==> config.mk <==
export PLATFORM = sky130hd
export DESIGN_NAME = fpcvt_sched
export DESIGN_NICKNAME = d
export VERILOG_FILES = /design/src/rtl/fpcvt_pkg.sv /design/src/rtl/fpcvt_conv.sv /design/src/rtl/fpcvt_sched.sv
export SDC_FILE = /design/constraint.sdc
export NUM_CORES = 1
export LEC_CHECK = 0
export CAP_MARGIN = 25
export CORE_MARGIN = 2
export CORE_UTILIZATION = 45
export DETAILED_ROUTE_END_ITERATION = 16
export PLACE_DENSITY = 0.76
export SLEW_MARGIN = 40
export SYNTH_ARGS = -nofsm -noshare
export SYNTH_HDL_FRONTEND = slang
export SYNTH_SLANG_ARGS = --single-unit
==> constraint.sdc <==
create_clock -name clk -period 3.9 [get_ports clk]
set_input_delay 0.39 -clock clk [delete_from_list [all_inputs] [get_ports clk]]
set_output_delay 0.39 -clock clk [all_outputs]
set_load 0.02 [all_outputs]
==> src/rtl/fpcvt_pkg.sv <==
// Shared widths and FSM state type for the fixed-point to mini-float scheduler.
package fpcvt_pkg;

  localparam int IN_W  = 12;
  localparam int MAG_W = 11;
  localparam int EXP_W = 3;
  localparam int SIG_W = 4;

  typedef enum logic [1:0] {
    IDLE = 2'd0,
    CONV = 2'd1,
    DONE = 2'd2
  } state_t;

endpackage

==> src/rtl/fpcvt_conv.sv <==
// Convert unit: 11-bit magnitude -> 3-bit exponent and 4-bit truncated significand.
// The exponent is the position of the leading one minus 3, floored at 0,
// so the significand window always holds the top four significant bits.
module fpcvt_conv
  import fpcvt_pkg::*;
(
  input  logic [MAG_W-1:0] mag,
  output logic [EXP_W-1:0] e,
  output logic [SIG_W-1:0] f
);

  // Leading-one search; the highest set bit at or above bit 3 wins.
  always_comb begin
    e = '0;
    for (int b = SIG_W - 1; b < MAG_W; b++) begin
      if (mag[b]) e = EXP_W'(b - (SIG_W - 1));
    end
    f = mag[e +: SIG_W];
  end

endmodule

==> src/rtl/fpcvt_sched.sv <==
// Round-robin scheduler sharing one fixed-to-float converter among NREQ requesters.
// Handshake: a transfer happens on any cycle where valid && ready are both high;
// the producer may change data only after such a cycle, the consumer samples then.
module fpcvt_sched
  import fpcvt_pkg::*;
#(
  parameter int NREQ = 4,
  parameter int ID_W = $clog2(NREQ)
) (
  input  logic                   clk,
  input  logic                   rst,
  input  logic [NREQ-1:0]        req_valid,
  input  logic [NREQ*IN_W-1:0]   req_data,
  output logic [NREQ-1:0]        req_ready,
  output logic                   out_valid,
  input  logic                   out_ready,
  output logic [ID_W-1:0]        out_id,
  output logic                   out_s,
  output logic [EXP_W-1:0]       out_e,
  output logic [SIG_W-1:0]       out_f,
  output logic                   busy,
  output logic [1:0]             dbg_state
);

  state_t            state;
  logic [ID_W-1:0]   ptr;
  logic [ID_W-1:0]   idx;
  logic [ID_W-1:0]   win_id;
  logic              win_found;
  logic [NREQ-1:0]   grant;
  logic [IN_W-1:0]   win_data;
  logic [MAG_W-1:0]  win_neg;
  logic [MAG_W-1:0]  win_mag;
  logic              win_s;
  logic [MAG_W-1:0]  mag_q;
  logic              s_q;
  logic [ID_W-1:0]   id_q;
  logic [EXP_W-1:0]  ce;
  logic [SIG_W-1:0]  cf;
  logic              rbit;
  logic [SIG_W:0]    fsum;
  logic [EXP_W-1:0]  re;
  logic [SIG_W-1:0]  rf;

  // Round-robin search starting at ptr; index wraps because NREQ is a power of two.
  always_comb begin
    win_found = 1'b0;
    win_id    = '0;
    idx       = '0;
    for (int k = 0; k < NREQ; k++) begin
      idx = ptr + ID_W'(k);
      if (!win_found && req_valid[idx]) begin
        win_found = 1'b1;
        win_id    = idx;
      end
    end
  end

  // One-hot grant, only offered while idle and never during reset.
  always_comb begin
    grant = '0;
    if (state == IDLE && win_found && !rst) grant[win_id] = 1'b1;
  end

  assign req_ready = grant;

  // Sign/magnitude of the winner; -2048 has no 11-bit magnitude and saturates.
  always_comb begin
    win_data = req_data[int'(win_id) * IN_W +: IN_W];
    win_s    = win_data[IN_W-1];
    win_neg  = ~win_data[MAG_W-1:0] + MAG_W'(1);
    if (win_data == {1'b1, {(IN_W-1){1'b0}}}) win_mag = '1;
    else if (win_s)                           win_mag = win_neg;
    else                                      win_mag = win_data[MAG_W-1:0];
  end

  fpcvt_conv u_conv (
    .mag (mag_q),
    .e   (ce),
    .f   (cf)
  );

  // Round half up on the first dropped bit; a carry out renormalises or saturates.
  always_comb begin
    rbit = (ce != '0) ? mag_q[ce - EXP_W'(1)] : 1'b0;
    fsum = {1'b0, cf} + {{SIG_W{1'b0}}, rbit};
    if (fsum[SIG_W]) begin
      if (ce == '1) begin
        re = '1;
        rf = '1;
      end else begin
        re = ce + EXP_W'(1);
        rf = {1'b1, {(SIG_W-1){1'b0}}};
      end
    end else begin
      re = ce;
      rf = fsum[SIG_W-1:0];
    end
  end

  // Control FSM: accept in IDLE, register result in CONV, hold it in DONE.
  always_ff @(posedge clk) begin
    if (rst) begin
      state     <= IDLE;
      ptr       <= '0;
      out_valid <= 1'b0;
      out_s     <= 1'b0;
      out_e     <= '0;
      out_f     <= '0;
      out_id    <= '0;
      mag_q     <= '0;
      s_q       <= 1'b0;
      id_q      <= '0;
    end else begin
      case (state)
        IDLE: begin
          if (win_found) begin
            mag_q <= win_mag;
            s_q   <= win_s;
            id_q  <= win_id;
            ptr   <= win_id + ID_W'(1);
            state <= CONV;
          end
        end
        CONV: begin
          out_s     <= s_q;
          out_e     <= re;
          out_f     <= rf;
          out_id    <= id_q;
          out_valid <= 1'b1;
          state     <= DONE;
        end
        DONE: begin
          if (out_ready) begin
            out_valid <= 1'b0;
            state     <= IDLE;
          end
        end
        default: state <= IDLE;
      endcase
    end
  end

  assign busy      = (state != IDLE);
  assign dbg_state = state;

endmodule

==> results of run 1 <==
cells by family (layout without fill, tap and decap cells):
family | after synthesis | after routing
simple gates | 125 | 125
buf+inv | 27 | 96
compound gates | 89 | 89
mux | 26 | 26
xor+xnor | 9 | 9
fa+ha+maj | 10 | 10
flops | 29 | 29
through the flow:
step	cell area, um^2	cells	hold slack, ns	utilization [%]
after global placement	3300	448	0.448	60.3
final	3390	456	0.461	61.9
after CTS	3390	456	0.460	61.9
after global routing	3390	456	0.479	61.9
after floorplan	2530	315	0.432	-
after detailed placement	3300	448	0.451	60.3
tightest hold or removal path, delay by kind of cell, from the launching register on:
kind / cells / cell delay, ns
compound gates: 1 / 0.05
simple gates: 1 / 0.05
flops: 1 / 0.31
sequential cells by signal, summed over array words and instances, names as in the netlist:
register	cells
mag_q	11
out_id	2
s_q	1
out_s	1
out_valid	1
out_e	3
dbg_state	2
ptr	2
id_q	2
out_f	4
metal layers:
layer  vias to the layer above  wire length (um)
li1                       1299                 -
met1                      1168              2890
met2                       102              3080
met3                        10               458
met4                         0               114
met5                         -                 0
path summary, 6_finish.rpt:
kind	start	to
worst min-delay path	out_s$_SDFFE_PP0P_	out_s$_SDFFE_PP0P_
worst min register to register	out_s$_SDFFE_PP0P_	out_s$_SDFFE_PP0P_
worst max register to register	mag_q[5]$_SDFFE_PP0P_	out_e[1]$_SDFFE_PP0P_
worst max-delay path	mag_q[5]$_SDFFE_PP0P_	out_e[1]$_SDFFE_PP0P_
layout by cell type (no fill, tap or decap), types with 2 or more instances in the layout:
master	n
nand3_1	19
mux2i_1	16
nand2_1	27
o21ai_0	14
clkdlybuf4s50_1	72
xor2_1	6
clkbuf_8	5
nor4_1	5
a221oi_1	2
a211oi_1	7
nor3_1	7
and2_1	5
buf_4	5
a31o_2	2
a41oi_1	2
clkinv_2	3
or2_2	3
mux4_2	3
and3_1	5
a31oi_1	7
nand2b_1	9
a221oi_2	4
o21a_1	2
dfxtp_1	29
a21oi_1	22
a211oi_2	5
inv_2	3
nor2b_1	2
nor2_4	2
xnor2_1	3
o21ai_1	2
nor2_1	32
ha_1	10
nand2_2	2
mux2_2	6
inv_1	6
o22ai_1	2
area by class of cell:
type                    instances  area (um^2)
fillers                       478         2080
multi-input cells             259         1830
repair buffers                 77          758
flip-flops and latches         29          581
well taps                      72         90.1
clock buffers                   5         68.8
inverters                      11         42.5
clock inverters                 3         17.5
power groups by stage:
stage | Clock, mW | Combinational [mW] | Sequential [mW]
6_report | 0.239 | 0.964 | 0.413
5_1_grt | 0.259 | 1.07 | 0.422
4_1_cts | 0.242 | 0.964 | 0.412
3_5_place_dp | 0 | 0.956 | 0.418
3_3_place_gp | 0 | 0.939 | 0.414
2_1_floorplan | 0 | 0.701 | 0.415
==> reports/results.tsv, run 1 <==
stage	metric	value	unit
power	power_per_cell_area	477	mW/mm^2
detailed_routing	drc	0	
yosys	synth_top_family_by_area	compound AO/OA/AOI/OAI gates	
cells_and_area	syn2layout_area_growth	33.9	%
global_route	grt_max_degree	30	
min_path	hold-path-cell-count	2	
yosys	ys_warn_count	0	
critical_path	worst-path-buf-inv	1	
floorplanning	row_count	27	
power	ir_drop	229	uV
power	power	1.62	mW
timing	fmax	286	MHz
detailed_routing	ant_nets	0	
timing	period_minus_slack	3.49	ns
yosys	synthCells	315	
status	status	completed	
floorplanning	io_pins	73	
timing	setup_viol	0	
global_route	grt_overflow	0	
clock_tree	clk_latency	0.28	ns
critical_path	cp.required	4.06	ns
yosys	synthFlopType	dfxtp_1	
yosys	synth_area_leader_cell	dfxtp_1	
timing	slew_headroom	52.6	%
job	drv_cap	0	
global_route	grt_use_total	22.5	%
yosys	ys_async_sr_fraction	0	%
clock_tree	clk_pin_slew	0.07	ns
detailed_routing	wl_per_cell	14.3	um
critical_path	worst-path-stages	15	
power	p_clk_share	14.8	%
power	power_leakage	1.29	nW
detailed_routing	wl	6540	um
clock_tree	cts_tree	yes	
timing	tightest_slew	0.711	ns
yosys	synthSimpleGateAreaFrac	24.9	%
critical_path	cp.arrival	3.65	ns
critical_path	critPathCaptureType	flop	
place	dp_hpwl	5130	um
yosys	synth_area_leaders	dfxtp_1, mux2i_1, ha_1, nor2_1, a21oi_1	
detailed_routing	vias	2579	
timing	period_share	89.5	%
critical_path	start_kind	flop	
yosys	synth_edf_count	0	
clock_tree	cts_root_buf	clkbuf_8	
power	internal_power	0.909	mW
cells_and_area	drive_gt1_share	15.1	%
clock_tree	h-tree-depth	2	
timing	hold_viol	0	
detailed_routing	firstDrtPassIters	4	
critical_path	cpMostUsedCell	ha_1	
global_route	grtUsageMet2	37.4	%
global_route	top_usage_layer	met2	
timing	rsz0062_at_grt	no	
timing	fin_ws	0.408	ns
place	port_buffers	72	
critical_path	critPathTopFamily	compound AO/OA/AOI/OAI gates	
yosys	avgSynthCellArea	8.03	um^2
place	routabilityCongestion	0.862	
timing	finalSetupTns	0	ns
power	comb_power_share	59.6	%
timing	slew_viol_final	0	
yosys	synth_compound_area_share	27.2	%
power	p_switching	0.707	mW
power	seqPwrFrac	25.6	%
global_route	grt_pass1_vias	2458	
cells_and_area	num_antenna_cells	0	
yosys	synthAdderAreaFrac	4.95	%
detailed_routing	vias_per_cell	5.66	
yosys	netlist_area	0.00253	mm^2
floorplanning	initial_core_util	46.2	%
yosys	yosysMostFrequentCell	nor2_1	
clock_tree	post-cts-setup-buffer-count	0	
global_route	grt_antenna_before_repair	0	
detailed_routing	drt-initial-drc-count	140	
critical_path	crit_fanout	6	
global_route	grt_pass1_wl	11500	um
yosys	synth_nets	380	
yosys	seq_area_frac_synth	22.9	%
floorplanning	core-area	0.00547	mm^2
place	dpl_worst_slack	0.295	ns
cells_and_area	nets	448	
floorplanning	die_h	79.0	um
floorplanning	dieArea	0.00624	mm^2
yosys	synth_top_cells_by_count	nor2_1, dfxtp_1, nand2_1	
clock_tree	numClockSinks	29	
global_route	met3_usage	4.89	%
yosys	synth-xor-area-share	3.12	%
clock_tree	numCtsBuffers	5	
floorplanning	die_w	79.0	um
critical_path	rr_worst_depth	15	
critical_path	slowest_stage	dfxtp_1	
timing	fin_skew	0.00712	ns
min_path	hold_path_class	flop to flop	
critical_path	cp_cell_sequence	nand2b_1 > a21oi_1 > nor2_1 > nor2_1 > nor2_4 > inv_2 > ha_1 > mux4_2 > a221oi_1 > a21oi_1 > ha_1 > ha_1 > o311a_2 > a31oi_2 > a211oi_1	
yosys	synth.area.mux_share	12.1	%
yosys	synth_top_area_share	22.9	%
yosys	yosysUniqueCellTypes	64	
clock_tree	cts_resized	0	
yosys	ys_ff_latch	29	
clock_tree	clockBufferDepth	2	
critical_path	crit_path_max_incr_delay	0.36	ns
critical_path	r2r_slack	0.41	ns
critical_path	criticalPathCategory	flop to flop	
power	p_sw_share	43.7	%
global_route	global_route.usage.met1	28.8	%
clock_tree	ctsHoldBuffers	0	
Note: power is estimated with default switching activity, not from simulation.
==> inputs of run 2 (changes only) <==
Settings changed: REMOVE_ABC_BUFFERS set to 1, TNS_END_PERCENT set to 5.
==> run 2 against run 1 <==
Clock-buffer cell count did not move. Core utilization barely moved. Total power is 1.5% higher. Largest power group unchanged. Critical path type unchanged. Sequential share of layout area about the same. Critical endpoint is now out_f[1]$_SDFFE_PP0P_. Die area did not move. Clock power grew 22%. Critical path depth stayed put.
==> reports/results.tsv, run 2 (synthesis gave the netlist of run 1 again) <==
stage	metric	value	unit	change
timing	slew_viol_final	0		unchanged
detailed_routing	ant_nets	0		unchanged
min_path	hold-path-cell-count	2		unchanged
critical_path	timing.rr.end	out_f[1]$_SDFFE_PP0P_		
global_route	grt_pass1_wl	10500	um	-9.0%
floorplanning	dieArea	0.00624	mm^2	unchanged
power	comb_power_share	56.5	%	-3.1 points
cells_and_area	reg.largest.list	mag_q x11, out_f x4, out_e x3		
floorplanning	die_w	79.0	um	unchanged
timing	period_share	90.6	%	+1.1 points
timing	period_minus_slack	3.53	ns	+0.0413 ns
global_route	grt_max_degree	29		-3.3%
floorplanning	row_count	27		unchanged
cells_and_area	drive_gt1_share	14.4	%	-0.67 points
clock_tree	cts_tree	yes		
critical_path	r2r-start	mag_q[4]$_SDFFE_PP0P_		
timing	fmax	283	MHz	-1.2%
place	routabilityCongestion	0.885		+2.7%
cells_and_area	final_area	0.00339	mm^2	about the same
place	dp_hpwl	4980	um	-2.8%
cells_and_area	final_cell_mix	clkdlybuf4s50_1, nor2_1, dfxtp_1		
critical_path	criticalPathCategory	flop to flop		
detailed_routing	vias_per_cell	5.65		about the same
min_path	hold_path_class	flop to flop		
timing	tightest_slew	0.642	ns	-0.0684 ns
status	status	completed		
timing	slew_headroom	57.2	%	+4.6 points
cells_and_area	layout_commonest_cell	clkdlybuf4s50_1		
power	ir_drop	225	uV	-1.4%
timing	rsz0062_at_grt	no		
clock_tree	post-cts-setup-buffer-count	0		unchanged
place	dpl_worst_slack	0.326	ns	+0.0306 ns
power	p_sw_share	41.5	%	-2.3 points
power	power	1.64	mW	+1.5%
power	p_clk_share	17.8	%	+3.0 points
detailed_routing	vias	2561		-0.70%
floorplanning	die_h	79.0	um	unchanged
global_route	grt_overflow	0		unchanged
timing	fin_skew	0.00496	ns	-0.00216 ns
detailed_routing	firstDrtPassIters	5		+1
place	placed_area	0.00328	mm^2	-0.45%
floorplanning	core-area	0.00547	mm^2	unchanged
critical_path	critPathCaptureType	flop		
cells_and_area	largest_reg_flops	11		unchanged
place	port_buffers	72		unchanged
power	power_leakage	1.29	nW	about the same
min_path	hold_start	out_id[0]$_SDFFE_PP0P_		
critical_path	cp.arrival	3.68	ns	+0.03 ns
timing	holdWs	0.457	ns	-0.00377 ns
global_route	grt_use_total	20.4	%	-2.1 points
power	power_per_cell_area	484	mW/mm^2	+1.4%
critical_path	start_kind	flop		
critical_path	crit_fanout	8		+2
timing	finalSetupTns	0	ns	unchanged
clock_tree	numCtsBuffers	5		unchanged
clock_tree	clockBufferDepth	2		unchanged
critical_path	cp.required	4.05	ns	about the same
detailed_routing	wl	6290	um	-3.8%
clock_tree	cts_root_buf	clkbuf_8		
timing	setup_viol	0		unchanged
cells_and_area	num_antenna_cells	0		unchanged
clock_tree	h-tree-depth	2		unchanged
cells_and_area	syn2layout_area_growth	34.0	%	about the same
power	p_switching	0.680	mW	-3.8%
power	seqPwrFrac	25.7	%	about the same
min_path	hold_end	out_id[0]$_SDFFE_PP0P_		
clock_tree	clk_pin_slew	0.06	ns	about the same
critical_path	rr_worst_depth	15		unchanged
cells_and_area	fillers	508		+6.3%
cells_and_area	nets	446		-0.45%
job	drv_cap	0		unchanged
floorplanning	initial_core_util	46.2	%	unchanged
power	internal_power	0.960	mW	+5.6%
critical_path	r2r_slack	0.37	ns	-0.04 ns
global_route	grt_antenna_before_repair	0		unchanged
clock_tree	ctsHoldBuffers	0		unchanged
floorplanning	io_pins	73		unchanged
timing	hold_viol	0		unchanged
detailed_routing	wl_per_cell	13.9	um	-3.2%
global_route	grt_pass1_vias	2343		-4.7%
timing	fin_ws	0.367	ns	-0.0413 ns
cells_and_area	top_register	mag_q		
detailed_routing	drt-initial-drc-count	50		-64%
detailed_routing	drc	0		unchanged
clock_tree	cts_resized	0		unchanged
clock_tree	clk_latency	0.28	ns	about the same
clock_tree	numClockSinks	29		unchanged
## run 2: power groups by stage
stage | clock [mW] | combinational (mW) | sequential [mW]
detailed placement | 0 | 0.925 | 0.424
finish | 0.292 | 0.926 | 0.422
floorplan | 0 | 0.667 | 0.425
global placement | 0 | 0.910 | 0.423
global route | 0.305 | 1.02 | 0.430
CTS | 0.297 | 0.929 | 0.419
## run 2: how the worst max path moves through the flow
stage	startpoint	endpoint	slack, ns	cells past startpoint
floorplan	mag_q[6]$_SDFFE_PP0P_	out_e[0]$_SDFFE_PP0P_	0.79	15
global placement	req_valid[0]	mag_q[9]$_SDFFE_PP0P_	0.45	13
detailed placement	req_valid[0]	mag_q[9]$_SDFFE_PP0P_	0.33	13
CTS	mag_q[4]$_SDFFE_PP0P_	out_f[1]$_SDFFE_PP0P_	0.35	15
global route	mag_q[6]$_SDFFE_PP0P_	out_f[1]$_SDFFE_PP0P_	0.13	15
finish	mag_q[4]$_SDFFE_PP0P_	out_f[1]$_SDFFE_PP0P_	0.37	15
## run 2: stage by stage
stage,cells,util [%]
3_3_place_gp,446,60.0
5_1_grt,453,62.0
6_report,453,62.0
3_5_place_dp,446,60.0
4_1_cts,453,61.9
2_1_floorplan,299,-
## run 2: worst max-delay path: stages (launching register included)
cell and delay (ns):
dfxtp_1 0.49, nand2b_1 0.11, a21oi_1 0.31, nor2_1 0.07, nor2_1 0.17, nor2_4 0.08, inv_2 0.13, ha_1 0.28
mux4_2 0.31, a221oi_1 0.30, a21oi_1 0.08, ha_1 0.23, ha_1 0.23, o311a_2 0.17, a31oi_2 0.30, a211oi_1 0.12
## run 2: layout make-up
| type | count | area (um^2) | share of cell area (%) |
|---|---|---|---|
| well taps | 72 | 90.1 | 2.66 |
| inverters | 11 | 42.5 | 1.25 |
| clock inverters | 2 | 35.0 | 1.03 |
| repair buffers | 75 | 743 | 21.9 |
| clock buffers | 5 | 68.8 | 2.03 |
| flip-flops and latches | 29 | 581 | 17.1 |
| multi-input cells | 259 | 1830 | 54.0 |
## run 2: metal layers
layer  up-vias  GRT usage (%)  part of all wire, %
met4         0           6.72                  1.4
met2        73           34.2                   49
li1       1291              -                    -
met5         -              0                    0
met1      1188           27.0                   46
met3         9           2.61                  4.4
